<file path="src/rtl/common_types.sv">
// Shared types for the dyt pipeline: machine word, ALU operations, execute-stage
// operand selects, branch kinds and the execute output-buffer entry.
package common_types;

    typedef logic [31:0] word_t;

    typedef enum logic [3:0] {
        ALU_ADD, ALU_SUB, ALU_AND, ALU_OR, ALU_XOR,
        ALU_SLT, ALU_SLTU, ALU_SLL, ALU_SRL, ALU_SRA
    } alu_op_t;

    typedef enum logic [1:0] {SRC_A_RS1, SRC_A_PC, SRC_A_ZERO} src_a_t;
    typedef enum logic [1:0] {SRC_B_RS2, SRC_B_IMM, SRC_B_FOUR} src_b_t;

    typedef enum logic [3:0] {
        BR_NONE, BEQ, BNE, BLT, BGE, BLTU, BGEU, JAL, JALR
    } br_t;

    typedef struct packed {
        word_t      result;
        word_t      store_data;
        logic [4:0] rd;
        logic       wen;
    } ex_entry_t;

    function automatic logic is_cond_branch(br_t br);
        return (br == BEQ) || (br == BNE) || (br == BLT) ||
               (br == BGE) || (br == BLTU) || (br == BGEU);
    endfunction

endpackage

</file>
<file path="src/rtl/dyt_alu_if.sv">
// Connection between a pipeline stage and the stateless ALU.
// The cpu side drives operands and op; the alu side returns result and flags.
interface dyt_alu_if;
    import common_types::*;

    word_t   alu_port_0;
    word_t   alu_port_1;
    alu_op_t alu_op;
    word_t   alu_port_out;
    logic    alu_zero;
    logic    alu_negative;
    logic    alu_overflow;

    modport cpu (
        output alu_port_0, alu_port_1, alu_op,
        input  alu_port_out, alu_zero, alu_negative, alu_overflow
    );

    modport alu (
        input  alu_port_0, alu_port_1, alu_op,
        output alu_port_out, alu_zero, alu_negative, alu_overflow
    );
endinterface

</file>
<file path="src/rtl/dyt_ex_buffer.sv">
// Two-entry FIFO between execute and memory. Flush empties it; push is ignored
// when full and pop when empty, so callers may pass raw requests.
module dyt_ex_buffer
    import common_types::*;
#(
    parameter int DEPTH = 2
) (
    input  logic      CLK,
    input  logic      nRST,
    input  logic      flush,
    input  logic      push,
    input  logic      pop,
    input  ex_entry_t din,
    output ex_entry_t head,
    output logic      valid,
    output logic      full
);

    ex_entry_t  mem [DEPTH];
    logic       wr_ptr;
    logic       rd_ptr;
    logic [1:0] count;
    logic       do_push;
    logic       do_pop;

    assign valid   = (count != 2'd0);
    assign full    = (count == DEPTH[1:0]);
    assign do_push = push & ~full;
    assign do_pop  = pop & valid;
    assign head    = mem[rd_ptr];

    always_ff @(posedge CLK or negedge nRST) begin
        if (!nRST) begin
            count  <= 2'd0;
            wr_ptr <= 1'b0;
            rd_ptr <= 1'b0;
            for (int i = 0; i < DEPTH; i++) mem[i] <= '0;
        end else if (flush) begin
            count  <= 2'd0;
            wr_ptr <= 1'b0;
            rd_ptr <= 1'b0;
        end else begin
            if (do_push) begin
                mem[wr_ptr] <= din;
                wr_ptr      <= ~wr_ptr;
            end
            if (do_pop) rd_ptr <= ~rd_ptr;
            case ({do_push, do_pop})
                2'b10:   count <= count + 2'd1;
                2'b01:   count <= count - 2'd1;
                default: count <= count;
            endcase
        end
    end

endmodule

</file>
<file path="src/rtl/dyt_execute_stage.sv">
// Execute stage: operand muxing, ALU drive, branch resolution, target adder,
// squash of the instruction behind a taken transfer, and the output buffer.
module dyt_execute_stage
    import common_types::*;
#(
    parameter int BUF_DEPTH = 2
) (
    input  logic       CLK,
    input  logic       nRST,
    dyt_alu_if.cpu     aluif,
    input  logic       flush,
    input  logic       id_valid,
    output logic       id_ready,
    input  word_t      id_pc,
    input  word_t      id_rs1_data,
    input  word_t      id_rs2_data,
    input  word_t      id_imm,
    input  src_a_t     id_src_a,
    input  src_b_t     id_src_b,
    input  alu_op_t    id_alu_op,
    input  br_t        id_br,
    input  logic [4:0] id_rd,
    input  logic       id_wen,
    output logic       ex_valid,
    input  logic       ex_ready,
    output word_t      ex_result,
    output word_t      ex_store_data,
    output logic [4:0] ex_rd,
    output logic       ex_wen,
    output logic       ex_redirect,
    output word_t      ex_target
);

    logic      is_cond;
    logic      taken;
    logic      buf_full;
    logic      accept;
    logic      keep;
    word_t     tgt_base;
    word_t     tgt_sum;
    word_t     target;
    ex_entry_t entry;
    ex_entry_t head;

    assign is_cond = is_cond_branch(id_br);

    // Conditional branches always compare rs1 against rs2, whatever decode selected.
    always_comb begin
        aluif.alu_port_0 = id_rs1_data;
        aluif.alu_port_1 = id_rs2_data;
        aluif.alu_op     = id_alu_op;
        if (!is_cond) begin
            case (id_src_a)
                SRC_A_PC:   aluif.alu_port_0 = id_pc;
                SRC_A_ZERO: aluif.alu_port_0 = '0;
                default:    aluif.alu_port_0 = id_rs1_data;
            endcase
            case (id_src_b)
                SRC_B_IMM:  aluif.alu_port_1 = id_imm;
                SRC_B_FOUR: aluif.alu_port_1 = 32'd4;
                default:    aluif.alu_port_1 = id_rs2_data;
            endcase
        end
        case (id_br)
            BEQ, BNE, BLT, BGE: aluif.alu_op = ALU_SUB;
            BLTU, BGEU:         aluif.alu_op = ALU_SLTU;
            default:            aluif.alu_op = id_alu_op;
        endcase
    end

    always_comb begin
        case (id_br)
            BEQ:       taken = aluif.alu_zero;
            BNE:       taken = ~aluif.alu_zero;
            BLT:       taken = aluif.alu_negative ^ aluif.alu_overflow;
            BGE:       taken = ~(aluif.alu_negative ^ aluif.alu_overflow);
            BLTU:      taken = (aluif.alu_port_out != '0);
            BGEU:      taken = (aluif.alu_port_out == '0);
            JAL, JALR: taken = 1'b1;
            default:   taken = 1'b0;
        endcase
    end

    assign tgt_base = (id_br == JALR) ? id_rs1_data : id_pc;
    assign tgt_sum  = tgt_base + id_imm;
    assign target   = (id_br == JALR) ? {tgt_sum[31:1], 1'b0} : tgt_sum;

    // Readiness looks only at registered occupancy, never at this cycle's pop.
    assign id_ready = ~buf_full & ~flush;
    assign accept   = id_valid & id_ready;
    assign keep     = accept & ~ex_redirect;

    assign entry.result     = is_cond ? '0 : aluif.alu_port_out;
    assign entry.store_data = id_rs2_data;
    assign entry.rd         = id_rd;
    assign entry.wen        = is_cond ? 1'b0 : id_wen;

    dyt_ex_buffer #(.DEPTH(BUF_DEPTH)) u_buffer (
        .CLK   (CLK),
        .nRST  (nRST),
        .flush (flush),
        .push  (keep),
        .pop   (ex_ready),
        .din   (entry),
        .head  (head),
        .valid (ex_valid),
        .full  (buf_full)
    );

    assign ex_result     = head.result;
    assign ex_store_data = head.store_data;
    assign ex_rd         = head.rd;
    assign ex_wen        = head.wen;

    always_ff @(posedge CLK or negedge nRST) begin
        if (!nRST) begin
            ex_redirect <= 1'b0;
            ex_target   <= '0;
        end else if (flush) begin
            ex_redirect <= 1'b0;
        end else begin
            ex_redirect <= keep & taken;
            if (keep & taken) ex_target <= target;
        end
    end

endmodule
</file>
<file path="src/flat_wrapper.sv">
// flat-port wrapper written by rule: the top's interface ports become plain ports
module dyt_execute_stage_flat import common_types::*;
#(
    parameter int BUF_DEPTH = 2
)
  (CLK, nRST, flush, id_valid, id_ready, id_pc, id_rs1_data, id_rs2_data, id_imm, id_src_a, id_src_b, id_alu_op, id_br, id_rd, id_wen, ex_valid, ex_ready, ex_result, ex_store_data, ex_rd, ex_wen, ex_redirect, ex_target, aluif_alu_port_0, aluif_alu_port_1, aluif_alu_op, aluif_alu_port_out, aluif_alu_zero, aluif_alu_negative, aluif_alu_overflow);
  dyt_alu_if aluif_i ();
  input  logic CLK;
  input  logic nRST;
  input  logic flush;
  input  logic id_valid;
  output logic id_ready;
  input  word_t id_pc;
  input  word_t id_rs1_data;
  input  word_t id_rs2_data;
  input  word_t id_imm;
  input  src_a_t id_src_a;
  input  src_b_t id_src_b;
  input  alu_op_t id_alu_op;
  input  br_t id_br;
  input  logic [4:0] id_rd;
  input  logic id_wen;
  output logic ex_valid;
  input  logic ex_ready;
  output word_t ex_result;
  output word_t ex_store_data;
  output logic [4:0] ex_rd;
  output logic ex_wen;
  output logic ex_redirect;
  output word_t ex_target;
  output wire logic [$bits(aluif_i.alu_port_0)-1:0] aluif_alu_port_0;
  output wire logic [$bits(aluif_i.alu_port_1)-1:0] aluif_alu_port_1;
  output wire logic [$bits(aluif_i.alu_op)-1:0] aluif_alu_op;
  input wire logic [$bits(aluif_i.alu_port_out)-1:0] aluif_alu_port_out;
  input wire logic [$bits(aluif_i.alu_zero)-1:0] aluif_alu_zero;
  input wire logic [$bits(aluif_i.alu_negative)-1:0] aluif_alu_negative;
  input wire logic [$bits(aluif_i.alu_overflow)-1:0] aluif_alu_overflow;
  assign aluif_alu_port_0 = aluif_i.alu_port_0;
  assign aluif_alu_port_1 = aluif_i.alu_port_1;
  assign aluif_alu_op = aluif_i.alu_op;
  assign aluif_i.alu_port_out = aluif_alu_port_out;
  assign aluif_i.alu_zero = aluif_alu_zero;
  assign aluif_i.alu_negative = aluif_alu_negative;
  assign aluif_i.alu_overflow = aluif_alu_overflow;
  dyt_execute_stage #(.BUF_DEPTH(BUF_DEPTH)) u_core (.CLK(CLK), .nRST(nRST), .aluif(aluif_i), .flush(flush), .id_valid(id_valid), .id_ready(id_ready), .id_pc(id_pc), .id_rs1_data(id_rs1_data), .id_rs2_data(id_rs2_data), .id_imm(id_imm), .id_src_a(id_src_a), .id_src_b(id_src_b), .id_alu_op(id_alu_op), .id_br(id_br), .id_rd(id_rd), .id_wen(id_wen), .ex_valid(ex_valid), .ex_ready(ex_ready), .ex_result(ex_result), .ex_store_data(ex_store_data), .ex_rd(ex_rd), .ex_wen(ex_wen), .ex_redirect(ex_redirect), .ex_target(ex_target));
endmodule
</file>
<file path="config.mk">
export PLATFORM = sky130hd
export DESIGN_NAME = dyt_execute_stage_flat
export DESIGN_NICKNAME = d
export VERILOG_FILES = /design/src/rtl/common_types.sv /design/src/rtl/dyt_alu_if.sv /design/src/rtl/dyt_ex_buffer.sv /design/src/rtl/dyt_execute_stage.sv /design/src/flat_wrapper.sv
export SDC_FILE = /design/constraint.sdc
export NUM_CORES = 1
export LEC_CHECK = 0
export ABC_CLOCK_PERIOD_IN_PS = 3400
export CAP_MARGIN = 30
export CORE_MARGIN = 10
export CORE_UTILIZATION = 42
export CTS_CLUSTER_DIAMETER = 100
export DETAILED_ROUTE_END_ITERATION = 10
export PLACE_DENSITY_LB_ADDON = 0.12
export SYNTH_ARGS = -nofsm -noshare
export SYNTH_HDL_FRONTEND = slang
export SYNTH_SLANG_ARGS = --single-unit
</file>
<file path="constraint.sdc">
create_clock -name CLK -period 3.4 [get_ports CLK]
set_input_delay 1.02 -clock CLK [delete_from_list [all_inputs] [get_ports CLK]]
set_output_delay 1.02 -clock CLK [all_outputs]
set_load 0.01 [all_outputs]
</file>
**Yosys cells after proc, flatten, opt, wreduce, memory -nomap -nowiden**

Index checks and enable logic that the tools add are counted.

- Register bits after elaboration: 177
- Output and inout port bits: 173
- Word-level logic and storage cells: 90

- Add/subtract/negate cells: 3
- $lt $le $gt $ge: 3
- Equality and inequality tests: 15
- Muxes and demuxes: 23
- Bitwise gates (word level): 16
- Reductions and logical operators: 17

Operators by type and width:

| operator | number |
|---|---|
| $mux 70 | 4 |
| $bwmux 140 | 1 |
| $mux 32 | 4 |
| $pmux 32 s2 | 2 |
| $demux 70 s1 | 1 |
| $add 32x32->32 | 1 |
| $logic_not 32->1 | 1 |
| $reduce_bool 32->1 | 1 |
| $eq 4x3->1 const B | 4 |
| $eq 2x2->1 const B | 4 |
| $eq 4x2->1 const B | 2 |
| $pmux 4 s2 | 1 |
| $mux 1 | 7 |
| $not 1->1 | 7 |
| $pmux 1 s7 | 1 |
| $and 1x1->1 | 6 |
| $eq 2x1->1 const B | 3 |
| $reduce_bool 2->1 | 3 |
| $logic_or 1x1->1 | 5 |
| $eq 4x1->1 const B | 1 |
| $eq 4x4->1 const B | 1 |
| $ge 2x2->1 const B | 2 |
| $not 1->2 | 2 |
| $pmux 2 s2 | 1 |
| other kinds (10) | 12 |

**Logic depth before layout (Yosys ltp)**

Gate-level depths: netlist of run 1.

- Depth in word-level cells: 9
- Gate-level depth with buffers: 18
- Gate-level depth less buffers: 15

**Modules after synthesis**

From an unflattened synthesis of run 1, not the netlist that was laid out.

- Cell total of the unflattened synthesis: 1031
- Area, all modules: 11235.8 µm²

By module, submodules not included:

| module | instances | cells an instance | area an instance (µm²) | sequential area each (µm²) |
|---|---|---|---|---|
| dyt_ex_buffer | 1 | 397 | 6510.0 | 3603.5 |
| dyt_execute_stage | 1 | 634 | 4725.8 | 825.8 |

**Least setup slack after synthesis of run 1**

No wires, ideal clock.

- Kind: input to register
- Start: in id_br[0]
- End: reg u_core.ex_target[30]
- Arrival: 4634 ps
- Required time: 3331 ps
- Path slack: -1303 ps
- Cell stages on the path: 15
- Path buffers: 3
- Path through: clkbuf_1 nor3_1 and2_1 clkbuf_1 clkbuf_1 mux2_2 ha_1 and3_1 and3_4 a211o_1 a211o_1 a21oi_2 nor4_1 or4b_1 nand3_1

- Cells in the longest elaborated chain, start to end: 5
- Elaborated cells on any way between the ends: 14

Ends and longest elaborated chain:

| element | RTL line | text |
|---|---|---|
| start, declared | flat_wrapper.sv:20 | `input br_t id_br;` |
| branches (longest 5 deep; another with $add 32x32->32) | -- |  |
| end signal, assigned | dyt_execute_stage.sv:123 | `if (keep & taken) ex_target <= target;` |
| end, declared | dyt_execute_stage.sv:31 | `output word_t ex_target` |

Parallel ways; which one is timed is not known.
A chain may end at the register's enable or synchronous reset.

**Final worst setup path of run 1**

- Start: in id_br[1]
- End: reg u_core.ex_target[28]

Same word-level chain as after synthesis.

==> results of run 1 <==
state kept, by name (all words and copies together) (netlist names):
name and count:
u_core.u_buffer.count 2, u_core.u_buffer.mem 140, u_core.u_buffer.wr_ptr 1, u_core.ex_target 32
u_core.ex_redirect 1, u_core.u_buffer.rd_ptr 1
layer usage:
metal / global-route usage, % / up-vias / part of all wire (%)
li1: - / 5085 / -
met1: 30.0 / 5261 / 40
met2: 41.7 / 391 / 50
met3: 6.58 / 75 / 7.0
met4: 8.13 / 0 / 3.0
met5: 0 / - / 0
layout make-up:
cell class              count  area, µm²
clock inverters            14        163
inverters                  18       70.1
fillers                  1777       6250
well taps                 324        405
repair buffers            588       5730
diodes                      4       10.0
flip-flops and latches    177       4430
multi-input cells         874       7050
clock buffers              18        429
cells in the final DEF, fill, tap and decap left out, types with 29 or more instances in the layout:
cell             instances
clkdlybuf4s50_1        281
o21ai_2                 55
buf_2                   56
buf_4                  163
nand2_2                 29
buf_12                  30
o21ai_0                 91
nand2_1                216
buf_6                   32
mux2_2                 160
dfrtp_1                176
timing repair:
action,4_1_cts,5_1_grt
gates cloned,9,6
hold buffers,0,0
buffers inserted,30,25
endpoints found under the setup margin,94,85
pin swaps,48,94
gates resized for setup,357,245
stage by stage:
| step | hold WS (ps) | setup TNS [ps] | power [mW] | cell area (µm²) | std cells |
|---|---|---|---|---|---|
| after floorplan | 444 | -9850 | 4.27 | 10800 | 1144 |
| after global placement | 454 | -79740 | 5.96 | 16000 | 1921 |
| after detailed placement | 461 | -82460 | 6.02 | 16000 | 1921 |
| after CTS | 481 | -10570 | 8.17 | 17400 | 1990 |
| after global routing | 506 | -17460 | 8.79 | 18300 | 2015 |
| final | 476 | -12150 | 8.36 | 18300 | 2017 |
power by group through the flow:
stage          sequential (mW)  combinational (mW)  clock [mW]
5_1_grt                   2.98                3.74        2.07
3_3_place_gp              2.92                3.05           0
6_report                  2.92                3.49        1.94
4_1_cts                   2.91                3.28        1.98
2_1_floorplan             2.93                1.34           0
3_5_place_dp              2.95                3.08           0
kinds of logic (layout without fill, tap and decap cells):
| family | count (synthesis) | after routing | share of synthesized area, % |
|---|---|---|---|
| AO/OA/AOI/OAI | 268 | 268 | 14.4 |
| adder cells (fa/ha/maj) | 38 | 38 | 4.57 |
| other | 0 | 4 | 0 |
| AND/OR/NAND/NOR | 360 | 360 | 14.3 |
| buffers and inverters | 93 | 638 | 3.32 |
| XOR/XNOR | 29 | 29 | 2.40 |
| multiplexers | 179 | 179 | 19.1 |
| flip-flops | 177 | 177 | 41.9 |
final timing paths:
kind | from | slack [ps] | end | cells past startpoint
worst max-delay path | id_br[1] | -400 | u_core.ex_target[28] | 19
worst min-delay path | u_core.u_buffer.mem[126] | 480 | u_core.u_buffer.mem[126] | 2
worst max register to register | u_core.u_buffer.count[1] | 1240 | u_core.u_buffer.mem[12] | 5
worst min register to register | u_core.u_buffer.mem[126] | 480 | u_core.u_buffer.mem[126] | 2
max in group asynchronous | nRST | 2130 | u_core.u_buffer.mem[76] | 2
min in group asynchronous | nRST | 510 | u_core.u_buffer.mem[111] | 1
worst max-delay path, cell delays in order:
cell,delay [ps]
buf_6,100
nor3_4,190
and2_4,190
buf_12,140
mux2_4,320
ha_4,170
inv_4,50
fa_2,210
inv_2,50
a21oi_2,140
o21ai_2,70
a211o_1,350
buf_4,160
buf_6,120
o21ai_4,180
a211o_1,180
nand2_2,70
a311o_1,360
nand3_1,70
==> impl_metrics.yaml, run 1 <==
run_status:
  status: "complete, but fails checks"
  violations: "setup timing"
grt:
  grt_antenna_before_repair: 2
  grtUsageTotal_pct: 24.7
  grt_max_degree: 70
  grt_pass1_vias: 11000
  grt_first_pass_wirelength_um: 61600
  overflow: 0
critical_path:
  critical_path_required_ps: 3760
  criticalPathCategory: "primary input to flip-flop"
  critPathMaxFanout: 8
  start_kind: "primary input"
  end_kind: "flip-flop"
  crit_arrival_ps: 4160
pwr:
  p_sw_mw: 2.79
  power_frac_seq_pct: 35.0
  ir_worst_vdd_mv: 0.257
  p_leak_nw: 8.13
  clkPwrFrac_pct: 23.3
  p_sw_share_pct: 33.4
  combPwrFrac_pct: 41.8
  power-per-cell-area_mw_per_mm2: 457
  p_int_mw: 5.57
synth:
  synth.net_count: 1368
  synthTopCellsByCount: "nand2_1, dfrtp_1, mux2_2"
  synth_most_common_cell: "nand2_1"
  synthesis.instances: 1144
  synth_area_per_cell_um2: 9.24
  ys_warn_count: 0
  yosys.area.top_type: "dfrtp_1"
  synth-async-reset-ratio_pct: 100
  synth_ff_type: "dfrtp_1"
  netlist_area_mm2: 0.0106
  yosysUniqueCellTypes: 56
  ys_ff_latch: 177
  synthDominantCellAreaShare_pct: 41.9
  synth_edf_count: 0
  ys_seq_area_share_pct: 41.9
  netlist_top_cells_area: "dfrtp_1, mux2_2, nand2_1"
sta:
  finClkSkew_ps: 17.7
  fin_crit_sh_pct: 112
  setup_violations: 84
  worst_pin_slew_ps: 474
  max_freq_mhz: 263
  min_period_ps: 3800
  setup_ws_ps: -401
  maxSlewHeadroom_pct: 68.4
  final_max_slew_viol_count: 0
  rsz0062_at_grt: "yes"
  hold_viol: 0
clock_network:
  cts.sinks: 177
  numCtsBuffers: 17
  cts_tree: "built"
  insertion_delay_ps: 430
  clkSlewWorstSetupHoldPaths_ps: 80
  clockRootBuffer: "clkbuf_16"
  cts_buffer_depth: 2
  cts_max_level: 4
routing:
  drt-initial-drc-count: 722
  ant_nets: 0
  via_count: 10800
  wirelength_um: 41900
  drcViolationCount: 0
  wl_per_cell_um: 20.8
  drt_pass1_iterations: 4
  vias_per_cell: 5.36
die:
  start_util_pct: 43.1
  die_h_um: 179
  rows: 57
  dieWidth_um: 179
  dieArea_mm2: 0.0319
  num_io_pins: 359
  core-area_mm2: 0.0245
finish:
  area_growth_pct: 73.1
  fin_util_pct: 74.5
  drive_gt1_share_pct: 42.1
  finalNetCount: 1900
place:
  io_buffers: 358
  post-dp-hpwl_um: 30200
  place_ws_ps: -1270
  place.gp.congestion: 0.932
hold_path:
  hp-class: "flip-flop to flip-flop"
flow_run:
  cap_violations: 0
Power figures use the tool's default switching activity.
==> inputs of run 2 (changes only) <==
--- a/config.mk
+++ b/config.mk
@@ -5,10 +5,11 @@
 export SDC_FILE = /design/constraint.sdc
 export NUM_CORES = 1
 export LEC_CHECK = 0
+export ABC_AREA = 1
 export ABC_CLOCK_PERIOD_IN_PS = 3400
 export CAP_MARGIN = 30
 export CORE_MARGIN = 10
-export CORE_UTILIZATION = 42
+export CORE_UTILIZATION = 43
 export CTS_CLUSTER_DIAMETER = 100
 export DETAILED_ROUTE_END_ITERATION = 10
 export PLACE_DENSITY_LB_ADDON = 0.12
==> impl_metrics.yaml, run 2 <==
critical_path:
  reg2reg_slack_ps: 1200
  r2r-start: "u_core.u_buffer.count[1]"
  crit_path_max_incr_delay_ps: 180
  crit_arrival_ps: 2430
  end_kind: "output pin"
  critical_path_required_ps: 2380
  start_kind: "primary input"
  crit_path_start: "id_br[1]"
  critPathMaxFanout: 7
  cp_cell_sequence: "buf_12 -> o21ai_4 -> nand2_4 -> nor2_4 -> inv_4 -> nor2_4 -> buf_12 -> buf_8 -> buf_16 -> nand3_2 -> o21ai_2 -> buf_2"
  crit_buf_inv: 6
  slowest_stage: "o21ai_4"
  crit_family: "buffers and inverters"
  criticalPathCategory: "primary input to output pin"
clock_network:
  clockRootBuffer: "clkbuf_16"
  cts.sinks: 177
  clkSlewWorstSetupHoldPaths_ps: 70
  numCtsBuffers: 17
  cts_max_level: 4
  cts-hold-fix-buffers: 0
  cts_tree: "built"
  insertion_delay_ps: 430
  cts_buffer_depth: 2
synth:
  synth.net_count: 2014
  synthTopCellsByCount: "nand2_1, inv_1, dfrtp_1"
  ys_warn_count: 0
  synth_edf_count: 0
  yosys.area.top_type: "dfrtp_1"
  yosysUniqueCellTypes: 30
  netlist_area_mm2: 0.0116
  ys_ff_latch: 177
  synth_area_per_cell_um2: 6.50
  ys_seq_area_share_pct: 38.0
  synthDominantCellAreaShare_pct: 38.0
  synthesis.instances: 1790
  synth_most_common_cell: "nand2_1"
  synth_ff_type: "dfrtp_1"
  netlist_top_cells_area: "dfrtp_1, nand2_1, inv_1"
  synth-async-reset-ratio_pct: 100
hold_path:
  hp-class: "flip-flop to flip-flop"
  min_from: "u_core.u_buffer.mem[19]"
grt:
  grt_pass1_vias: 12600
  grt_antenna_before_repair: 2
  grt_first_pass_wirelength_um: 69300
  overflow: 0
  grtUsageTotal_pct: 25.9
  grt_max_degree: 88
die:
  core-area_mm2: 0.0268
  dieWidth_um: 185
  dieArea_mm2: 0.0341
  start_util_pct: 43.4
  rows: 60
  num_io_pins: 359
  die_h_um: 185
finish:
  area_growth_pct: 52.0
  finalNetCount: 2506
  layout_commonest_cell: "nand2_1"
  nFillCells: 2407
  drive_gt1_share_pct: 16.2
  regArea_mm2: 0.00443
  biggestRegsByFlops: "u_core.u_buffer.mem x140, u_core.ex_target x32, u_core.u_buffer.count x2"
  top_register: "u_core.u_buffer.mem"
  fin_util_pct: 66.0
  largest_reg_flops: 140
  multi_input_area_mm2: 0.00614
  layout_common_cells: "nand2_1, clkdlybuf4s50_1, inv_1"
  fin_cells: 2637
  stdcell_area_mm2: 0.0177
pwr:
  power-per-cell-area_mw_per_mm2: 533
  finalPower_mw: 9.44
  p_leak_nw: 9.37
  ir_worst_vdd_mv: 0.281
place:
  dp_cells: 2541
  place_ws_ps: -860
  placed_area_mm2: 0.0163
  post-dp-hpwl_um: 32700
  io_buffers: 358
  place.gp.congestion: 0.918
sta:
  maxSlewHeadroom_pct: 54.6
  min_period_ps: 3450
  fin_crit_sh_pct: 102
  setup_violations: 39
  setup_ws_ps: -53.9
  final_max_slew_viol_count: 0
  hold_slack_ps: 472
  tns_ps: -618
  worst_pin_slew_ps: 681
  rsz0062_at_grt: "yes"
  hold_viol: 0
  max_freq_mhz: 290
  finClkSkew_ps: 20.9
flow_run:
  cap_violations: 0
run_status:
  violations: "setup timing"
  status: "complete, but fails checks"
routing:
  via_count: 13200
  vias_per_cell: 4.99
  ant_nets: 0
  drt-initial-drc-count: 1005
  drcViolationCount: 0
  wl_per_cell_um: 17.5
  wirelength_um: 46200
  drt_pass1_iterations: 5
-- run 2: changes by cell type after synthesis, sizes merged, moves of 50 or more --
cell	delta
mux2	-177
nor2	+50
inv	+206
o21ai	+50
nand3	+84
nand2	+554
-- run 2: area by class of cell --
cell class,instances,area share [%]
sequential,177,25.1
clock inverter,14,0.926
tap,341,2.41
antenna,1,0.0141
clock buffer,18,2.48
inverter,223,4.87
multi-input combinational,1311,34.7
timing repair buffer,552,29.6
-- run 2: report_power, final --
group	switching [mW]	internal, mW
combinational	2.12	2.04
clock	0.993	1.01
sequential	0.403	2.86
-- run 2: repair_timing --
action / in CTS / in global routing
cloned: 8 / 6
pin swaps: 12 / 13
buffers inserted: 46 / 3
resized for setup: 337 / 69
endpoints found under the setup margin: 94 / 112
-- run 2: cells by family (layout without fill, tap and decap cells) --
logic type	after synthesis	in the layout	synth area share, %
XOR/XNOR	17	17	1.28
buffers and inverters	302	807	11.4
flip-flops	177	177	38.0
AND/OR/NAND/NOR	1004	1004	33.9
other	0	1	0
adder cells (fa/ha/maj)	38	38	4.15
AO/OA/AOI/OAI	252	252	11.2
-- run 2: worst reg2reg max path: stages, from the launching register on --
cell     delay [ps]
dfrtp_1         430
a21oi_2         170
nand2_1          70
nor2_2          250
inv_2           150
nor2_4          120
buf_4           560
o21ai_0         290
-- run 2: final timing paths --
| check | endpoint | depth (start not counted) |
|---|---|---|
| setup reg to reg | u_core.u_buffer.mem[75] | 7 |
| setup / recovery | aluif_alu_port_0[29] | 12 |
| max in group asynchronous | u_core.u_buffer.mem[96] | 2 |
| hold / removal | u_core.u_buffer.mem[19] | 2 |
| min in group asynchronous | u_core.u_buffer.mem[62] | 1 |
| hold reg to reg | u_core.u_buffer.mem[19] | 2 |
-- run 2: routing by layer --
layer | global-route usage (%) | routed length (µm) | share of wire [%]
met5 | 0 | 19 | 0.041
met2 | 43.9 | 22700 | 49
met4 | 7.87 | 1320 | 2.9
met3 | 6.10 | 3250 | 7.0
met1 | 31.8 | 18900 | 41
==> inputs of run 3 (changes only) <==
--- a/config.mk
+++ b/config.mk
@@ -6,7 +6,6 @@
 export NUM_CORES = 1
 export LEC_CHECK = 0
 export ABC_AREA = 1
-export ABC_CLOCK_PERIOD_IN_PS = 3400
 export CAP_MARGIN = 30
 export CORE_MARGIN = 10
 export CORE_UTILIZATION = 43
==> results of run 3 <==
Final layout, timing and power as in run 2 (identical DEF).
==> variant: new RTL, settings of run 2 <==
Put one more register stage on the output `ex_redirect`. The value now appears one clock later. The other outputs are not delayed to match.
--- a/src/rtl/dyt_execute_stage.sv
+++ b/src/rtl/dyt_execute_stage.sv
@@ -30,6 +30,8 @@
     output logic       ex_redirect,
     output word_t      ex_target
 );
+
+    logic ex_redirect_s0;
 
     logic      is_cond;
     logic      taken;
@@ -88,7 +90,7 @@
     // Readiness looks only at registered occupancy, never at this cycle's pop.
     assign id_ready = ~buf_full & ~flush;
     assign accept   = id_valid & id_ready;
-    assign keep     = accept & ~ex_redirect;
+    assign keep     = accept & ~ex_redirect_s0;
 
     assign entry.result     = is_cond ? '0 : aluif.alu_port_out;
     assign entry.store_data = id_rs2_data;
@@ -114,14 +116,18 @@
 
     always_ff @(posedge CLK or negedge nRST) begin
         if (!nRST) begin
-            ex_redirect <= 1'b0;
+            ex_redirect_s0 <= 1'b0;
             ex_target   <= '0;
         end else if (flush) begin
-            ex_redirect <= 1'b0;
+            ex_redirect_s0 <= 1'b0;
         end else begin
-            ex_redirect <= keep & taken;
+            ex_redirect_s0 <= keep & taken;
             if (keep & taken) ex_target <= target;
         end
     end
 
+    always_ff @(posedge CLK) begin
+        ex_redirect <= ex_redirect_s0;
+    end
+
 endmodule
Function: changed (Yosys sat finds a counterexample within 4 cycles, from zero or initial values and one cycle with nRST low).
==> variant against run 2 <==
  * The run still ends with negative setup slack left
  * Largest power group unchanged
  * Final cell count is 0.30% lower
  * Sequential share of layout area decreased by 0.54 points
  * Worst setup slack got worse by 0.066 ns
  * Routed wire length up 1.6%
  * Total power grew 2.1%
  * Cell area is 2.6% higher
  * Sequential cell count grew 1
  * Largest cell class unchanged
  * Register-to-register slack improved by 0.19 ns
  * Synthesized cell count is essentially flat
  * Die area grew 0.15%
  * Critical path depth increased by 1
  * Combinational power is 4% higher
  * Synthesized area rose by 0.17%
==> variant: results (changes against run 2) <==
DR iter-0 viols=1,175 (was 1,005); Leak Pwr=9.44 nW (was 9.37 nW); Top FF cell, synth=dfrtp_1 (unchanged); min-delay src=u_core.ex_redirect_s0 (was u_core.u_buffer.mem[19]); Routability Congestion=0.925 (was 0.918); r2r endpoint=u_core.u_buffer.mem[48] (was u_core.u_buffer.mem[75]); placed cell area=0.0162 mm^2 (was 0.0163 mm^2); Placed Cells=2,532 (was 2,541); overall routing resource usage=0.261 (was 0.259); CTS root buffer=clkbuf_16 (unchanged); DR WL/cell=17.9 um (was 17.5 um); worst hold endpoint=u_core.ex_redirect (was u_core.u_buffer.mem[19]); outcome=complete, but fails checks (unchanged); Clock Skew=0.0186 ns (was 0.0209 ns); CTS Buf Count=17 (unchanged); worst setup path start=id_br[0] (was id_br[1]); drt pass-1 iters=6 (was 5); depth of the worst register-to-register path=10 (was 7); switching power=3.62 mW (was 3.52 mW); initial antenna violation count=2 (unchanged); r2r setup slk=1.39 ns (was 1.20 ns); detailed placer's ending HPWL=33,100 um (was 32,700 um); cells after synthesis=1,791 (was 1,790); synth cell count leaders=nand2_1, inv_1, dfrtp_1 (unchanged); HP Class=reg2reg (unchanged); synth top area cells=dfrtp_1, nand2_1, inv_1, o21ai_0, nand3_1 (unchanged); setup ws final=-0.120 ns (was -0.0539 ns); final WL=46,900 um (was 46,200 um); Clk pin slew, worst setup/hold paths=0.08 ns; async set-reset flop share out of synthesis=0.994 (was 1.00); leading cell type by number of instances after synthesis=nand2_1 (unchanged); clk_lat worst skew=0.44 ns; pre-CTS WS=-0.869 ns (was -0.860 ns); Final Setup Violations=42 (was 39); final hold slack=0.397 ns (was 0.472 ns); I/O Buffers=358 (unchanged); H-tree depth=4 (unchanged); Syn Nets=2,015 (was 2,014); global-route wire length before repair=69,900 um (was 69,300 um); crit path to=aluif_alu_port_0[15] (was aluif_alu_port_0[29]); register area share after synthesis=0.381 (was 0.380); setup TNS=-1.81 ns (was -0.618 ns); worst reg2reg startpoint=u_core.u_buffer.count[0] (was u_core.u_buffer.count[1]); CP arrival=2.50 ns (was 2.43 ns); share of cells above drive strength 1=0.192 (was 0.162); Largest regs=u_core.u_buffer.mem (140), u_core.ex_target (32), u_core.u_buffer.count (2) (unchanged); synth warn=0 (unchanged); peak supply drop=0.302 mV (was 0.281 mV); Distinct cells, synth=31 (was 30); Crit Path Max Fanout=8 (was 7); Final nets=2,497 (was 2,506); Hold Crit Depth=0 (was 2); actual slew at the worst max-slew pin=0.613 ns (was 0.681 ns); vias=13,261 (was 13,155); Max Buffers Root-to-Sink=2 (unchanged); Fill cells=2,279 (was 2,407); largest net degree at the start of global routing=66 (was 88); failing checks=negative setup slack (unchanged)
[variant: final cells by class]
type	count	area (um^2)	share of cell area
clock inverter	14	185	0.0102
sequential	178	4450	0.245
clock buffer	18	439	0.0242
tap	341	427	0.0235
inverter	223	863	0.0475
antenna	2	5.00	0.000276
timing repair buffer	542	5320	0.293
multi-input combinational	1311	6470	0.356
[variant: cell families after synthesis]
family / Yosys count / share of synthesized area
simple gates: 1004 / 0.339
buf+inv: 302 / 0.114
compound gates: 252 / 0.112
flops: 178 / 0.381
xor+xnor: 17 / 0.0128
fa+ha+maj: 38 / 0.0414
[variant: power by group through the flow]
stage | Combinational [mW] | Sequential [mW] | Clock, mW
after floorplan | 1.83 | 3.28 | 0
after global placement | 3.93 | 3.24 | 0
after detailed placement | 3.98 | 3.27 | 0
after CTS | 4.21 | 3.25 | 2.06
after global routing | 4.75 | 3.35 | 2.15
final | 4.34 | 3.26 | 2.02
[variant: timing repair]
item                                    in CTS  in global routing
pin swaps                                   20                 43
hold buffers                                 0                  0
buffers inserted                            47                 11
gates cloned                                11                  3
gates resized for setup                    375                145
endpoints found under the setup margin      91                100
[variant: layer usage]
layer / global-route usage / part of all wire / vias up / wire length, um
li1: - / - / 6493 / -
met4: 0.0979 / 0.035 / 0 / 1630
met3: 0.0662 / 0.078 / 108 / 3680
met1: 0.315 / 0.40 / 6099 / 18600
met5: 0 / 0 / - / 0
met2: 0.439 / 0.49 / 561 / 23000
[variant: worst max-delay path, cell delays in order]
cell and delay, ns:
buf_12 0.12, o21ai_4 0.15, nand2_2 0.09, nor2_4 0.14
inv_4 0.07, nor2_4 0.12, buf_6 0.12, buf_12 0.11
buf_12 0.14, buf_4 0.12, nand3_2 0.05, o21ai_1 0.07
buf_2 0.15
